[src/rtl/dmi_core_req_ctrl.sv]
// Core-side DMI request controller: turns a synchronized JTAG register strobe into a
// valid/ready request to the debug module, waits for the response and keeps sticky status.
module dmi_core_req_ctrl #(
    parameter int unsigned ADDR_W  = 7,
    parameter int unsigned TIMEOUT = 255
) (
    input  logic              clk,
    input  logic              rst_n,
    input  logic              reg_en,
    input  logic              reg_wr_en,
    input  logic [ADDR_W-1:0] reg_wr_addr,
    input  logic [31:0]       reg_wr_data,
    input  logic              dmi_hard_reset,
    output logic              dmi_req_valid,
    input  logic              dmi_req_ready,
    output logic              dmi_req_wr,
    output logic [ADDR_W-1:0] dmi_req_addr,
    output logic [31:0]       dmi_req_wdata,
    input  logic              dmi_rsp_valid,
    input  logic              dmi_rsp_err,
    input  logic [31:0]       dmi_rsp_rdata,
    output logic [31:0]       rd_data,
    output logic [1:0]        dmi_stat,
    output logic              busy
);

    localparam int unsigned CNT_W = $clog2(TIMEOUT + 1);
    localparam logic [CNT_W-1:0] CNT_LAST = CNT_W'(TIMEOUT - 1);

    localparam logic [1:0] STAT_OK   = 2'b00;
    localparam logic [1:0] STAT_FAIL = 2'b10;
    localparam logic [1:0] STAT_BUSY = 2'b11;

    typedef enum logic [1:0] {
        IDLE = 2'd0,
        REQ  = 2'd1,
        WAIT = 2'd2
    } state_t;

    state_t           state;
    logic [CNT_W-1:0] cnt;
    logic             busy_hit;
    logic             rsp_fail;
    logic             timed_out;

    // Status events: a strobe while busy, or a failed/expired wait.
    always_comb begin
        busy_hit  = reg_en && (state != IDLE);
        timed_out = (state == WAIT) && !dmi_rsp_valid && (cnt == CNT_LAST);
        rsp_fail  = ((state == WAIT) && dmi_rsp_valid && dmi_rsp_err) || timed_out;
    end

    always_ff @(posedge clk or negedge rst_n) begin
        if (!rst_n) begin
            state         <= IDLE;
            cnt           <= '0;
            busy          <= 1'b0;
            dmi_req_valid <= 1'b0;
            dmi_req_wr    <= 1'b0;
            dmi_req_addr  <= '0;
            dmi_req_wdata <= '0;
            rd_data       <= '0;
            dmi_stat      <= STAT_OK;
        end else begin
            case (state)
                IDLE: begin
                    if (reg_en) begin
                        dmi_req_wr    <= reg_wr_en;
                        dmi_req_addr  <= reg_wr_addr;
                        dmi_req_wdata <= reg_wr_data;
                        dmi_req_valid <= 1'b1;
                        busy          <= 1'b1;
                        state         <= REQ;
                    end
                end
                REQ: begin
                    // Valid is never withdrawn here; only a handshake moves on.
                    if (dmi_req_ready) begin
                        dmi_req_valid <= 1'b0;
                        cnt           <= '0;
                        state         <= WAIT;
                    end
                end
                WAIT: begin
                    if (dmi_rsp_valid) begin
                        if (!dmi_rsp_err && !dmi_req_wr) begin
                            rd_data <= dmi_rsp_rdata;
                        end
                        busy  <= 1'b0;
                        state <= IDLE;
                    end else if (timed_out) begin
                        busy  <= 1'b0;
                        state <= IDLE;
                    end else begin
                        cnt <= cnt + CNT_W'(1);
                    end
                end
                default: begin
                    dmi_req_valid <= 1'b0;
                    busy          <= 1'b0;
                    state         <= IDLE;
                end
            endcase

            // Hard reset clear beats any same-cycle event; busy dominates failed.
            if (dmi_hard_reset) begin
                dmi_stat <= STAT_OK;
            end else if (busy_hit) begin
                dmi_stat <= STAT_BUSY;
            end else if (rsp_fail && (dmi_stat != STAT_BUSY)) begin
                dmi_stat <= STAT_FAIL;
            end
        end
    end

endmodule

[config.mk]
export PLATFORM = sky130hd
export DESIGN_NAME = dmi_core_req_ctrl
export DESIGN_NICKNAME = d
export VERILOG_FILES = /design/src/rtl/dmi_core_req_ctrl.sv
export SDC_FILE = /design/constraint.sdc
export NUM_CORES = 1
export LEC_CHECK = 0
export CORE_ASPECT_RATIO = 1.1
export CORE_MARGIN = 2
export CORE_UTILIZATION = 25
export CTS_BUF_LIST = sky130_fd_sc_hd__clkbuf_8 sky130_fd_sc_hd__clkbuf_16
export DETAILED_ROUTE_END_ITERATION = 10
export SETUP_SLACK_MARGIN = 0.1
export SLEW_MARGIN = 20
export SYNTH_ARGS = -nofsm -noshare
export SYNTH_HDL_FRONTEND = slang
export SYNTH_SLANG_ARGS = --single-unit
[constraint.sdc]
create_clock -name clk -period 1.43 [get_ports clk]
set_input_delay 0.286 -clock clk [delete_from_list [all_inputs] [get_ports clk]]
set_output_delay 0.286 -clock clk [all_outputs]
set_load 0.05 [all_outputs]
==> results list <==
- The setup path with the least slack is of type flop to flop.
- In the final timing run, aggregate negative setup slack is -1374 ps.
- After synthesis the netlist holds a flip-flop and latch count of 86.
- Cell count of the worst reg-to-reg path: 4
- IR analysis of the VDD net gives a maximum drop of 731.7 µV.
* I/O Buffers: 154
* Die Y: 130.0 µm
- The final reports fail on negative setup slack.
- The count of nets left with antenna violations once routing finished came out at 0.
- The H-tree generated during clock tree synthesis spans 3 levels.
- Post-synthesis net count: 311
- At the pin with the least slew margin, the transition time is 451.5 ps.
- In this run the tightest slew margin relative to its limit is 69.90%.
- Die footprint: 15410 µm²
- Once the floorplan was initialized, standard cells occupied 25.28% of the core.
* Post-Synthesis Cells: 230
- Leading cell types in the layout, fill and taps excluded: dfrtp_1 (83), buf_12 (81), clkdlybuf4s50_1 (76)
- The via count of the first global-routing pass is 2643.
* Fraction of layout cells with a size suffix above 1: 49.76%
- During synthesis, Yosys emitted a total of 0 warnings.
* Boundary Pins: 155
- TritonCTS created 9 clock buffers.
- In this run, placement finished with an instance count of 584.
* Clock root buffer: clkbuf_16
* Via total after detailed routing: 2550
* Max-cap check violation count: 0
- The run finished, with violations left.
- Routability cong.: 0.7448
- Avg WL per Cell: 15.51 µm
- The number of antenna violations at the first check in global routing came to 0.
- Final min period: 1481 ps
- Portion of the clock cycle consumed by the worst path in the final layout: 103.5%
- Across all hold checks on the routed design, the worst slack comes to 288.6 ps.
- After floorplanning, the core was divided into 46 placement rows.
- In the global route stage, overall resource usage came out at 12.00%.
- Sum of routed wire length over all layers: 9463 µm
* Area of all placed cells without fillers: 6735 µm²
* DRT iter0 DRCs: 103
- Final antenna diode count: 0
- Sort of element at the end of the critical path: flop
* Required @ worst endpoint: 1650 ps
- Entering global routing, the biggest net connects 83 pins.
- Maximum fanout along the worst path: 21
* Final setup violation count: 40
* CTS tree: yes
- Final max-slew violation count: 0
* Layout-stage area growth over the synthesis result: 86.65%
* Remaining Overflow, GRT: 0
- Dividing total power by cell area gives a power density of 2641 nW/µm².
* Die width: 118.6 µm
* CTS clock-pin slew for the worst setup and hold paths: 70 ps
- For this run, design rule violations remaining after detail routing come to 0.
- The library cell used most frequently in the layout, excluding fill and tap cells, is dfrtp_1.
- Max Buffers Root-to-Sink: 2
- Global-route wire length before repair: 14380 µm
* Final layout net count: 494
* Kind of start point of the critical path: flop
- Sinks on the clock net: 86
* Post-DR vias/cell: 4.180
- The synthesized netlist contains 34 unique library cells.
- For flop-to-flop paths, the worst setup slack is -50 ps.
* Fill count: 1290
- Between clock sinks in the finished design, the worst skew comes to 8.652 ps.
- The number of hold-slack violations in the final timing report came to 0.
- Portion of the post-synthesis area used by sequential elements: 59.64%
- Cell Area, Synth: 3608 µm²
- Summed over all nets, the half-perimeter wirelength after detailed placement is 6863 µm.
* Number of detailed-route iterations in the first pass: 4
- The clock reaches the later pin of the worst-skew pair after 340 ps.
- Placeable core region: 14270 µm²
- Timing would allow up to 675.4 MHz.
- FF-to-FF Start: state[0]$_DFFE_PN0P_
- Averaged over all synthesized cells, the footprint is 15.69 µm².
* Placed Instance Area: 6248 µm²
- For this design the static power due to leakage is 3.033 nW.
* Hold Crit Class: input pin to async pin
- Setup repair after global routing could not meet its margin everywhere.
* Endpoint of the worst-slack reg-to-reg timing path: dmi_req_wdata[11]$_DFFE_PN0P_
* Post-route worst setup slack: -50.52 ps
- After the flow finishes, the layout carries non-filler instances totaling 610.
* Signal arrival time at the worst endpoint: 1700 ps
## logic make-up after synthesis
| group | count (synthesis) | share of synthesized area, % |
|---|---|---|
| mux | 79 | 27.53 |
| buf+inv | 15 | 3.225 |
| fa+ha+maj | 2 | 0.6934 |
| flops | 86 | 59.64 |
| simple gates | 33 | 6.103 |
| compound gates | 15 | 2.809 |
## per-layer routing
| metal | vias to the layer above | share of wire [%] | routed length, µm | GRT usage [%] |
|---|---|---|---|---|
| met5 | - | 0 | 0 | 0 |
| met4 | 0 | 1.7 | 165 | 6.303 |
| met1 | 1295 | 41 | 3846 | 14.34 |
| met2 | 66 | 54 | 5120 | 20.69 |
| met3 | 10 | 3.5 | 331 | 2.273 |
| li1 | 1179 | - | - | - |
## repair_timing
action                                  4_1_cts  5_1_grt
endpoints found under the hold margin         4        0
endpoints found under the setup margin       83       82
gates resized for setup                      14       12
pin swaps                                     5        5
setup buffers                                 2        4
hold buffers                                  1        0
cloned                                        0        3
## cell type report
cell class | count | area (µm²) | share of cell area [%]
Multi-Input combinational cell | 129 | 1423 | 21.12
Sequential cell | 86 | 2156 | 32.01
Tap cell | 192 | 240.2 | 3.567
Inverter | 5 | 18.77 | 0.2787
Timing Repair Buffer | 182 | 2611 | 38.77
Clock inverter | 5 | 33.78 | 0.5016
Clock buffer | 11 | 252.7 | 3.753
## how the worst max path moves through the flow
| stage | start | slack, ps | cells after the start | endpoint |
|---|---|---|---|---|
| after global routing | state[0]$_DFFE_PN0P_ | -100 | 4 | dmi_req_wdata[18]$_DFFE_PN0P_ |
| after floorplan | state[1]$_DFFE_PN0P_ | 4 | 4 | dmi_req_wr$_DFFE_PN0P_ |
| after detailed placement | reg_en | -350 | 4 | dmi_req_wdata[11]$_DFFE_PN0P_ |
| final | state[0]$_DFFE_PN0P_ | -50 | 4 | dmi_req_wdata[11]$_DFFE_PN0P_ |
| after CTS | state[0]$_DFFE_PN0P_ | -30 | 3 | dmi_req_wdata[11]$_DFFE_PN0P_ |
| after global placement | reg_en | -320 | 4 | dmi_req_addr[6]$_DFFE_PN0P_ |
## report_power, final
group | switching [W] | internal [W] | total, W
logic | 0.00512 | 0.00569 | 0.0108
registers | 0.00121 | 0.00354 | 0.00475
clock network | 0.000956 | 0.00127 | 0.00222
## Yosys cell counts (all sizes together)
library cell  count  share of area, %
and2              1              0.17
and3              2              0.35
mux2i             7               1.9
nand2            10               1.0
buf               9               2.6
nor2b             1              0.38
and4bb            1              0.35
clkbuf            1              0.10
a31oi             1              0.17
mux2             72                26
o21a              1              0.21
nor3              1              0.14
o31ai             1              0.21
o211ai            3              0.62
inv               5              0.52
nand4             2              0.35
nand2b            2              0.35
a21oi             2              0.28
a311oi            1              0.24
a211oi            2              0.42
and4              2              0.49
nor2              6              0.62
dfrtp            86                60
nor3b             2               1.0
nand3b            1              0.21
ha                2              0.69
o21ai             3              0.42
nand3             2              0.62
o2bb2ai           1              0.24
## worst max-delay path, cell delays in order (launching register included)
cell     delay [ps]
dfrtp_2         460
nor3b_4         230
buf_4           150
buf_12          160
mux2_2          350
## flip-flops by register name, summed over array words and instances (netlist names)
signal,flops
rd_data,32
cnt,8
dmi_req_valid,1
state,2
dmi_stat,2
dmi_req_wdata,32
dmi_req_addr,7
dmi_req_wr,1
busy,1
## per-stage QoR
stage	power [W]	setup WS [ps]	util [%]
3_3_place_gp	0.01522	-324.9	43.78
6_report	0.01779	-50.52	47.19
2_1_floorplan	0.009669	3.871	-
3_5_place_dp	0.01538	-352.0	43.78
4_1_cts	0.01774	-29.35	46.36
5_1_grt	0.01846	-97.55	47.19
No activity file was read; power rests on OpenSTA's default activity.
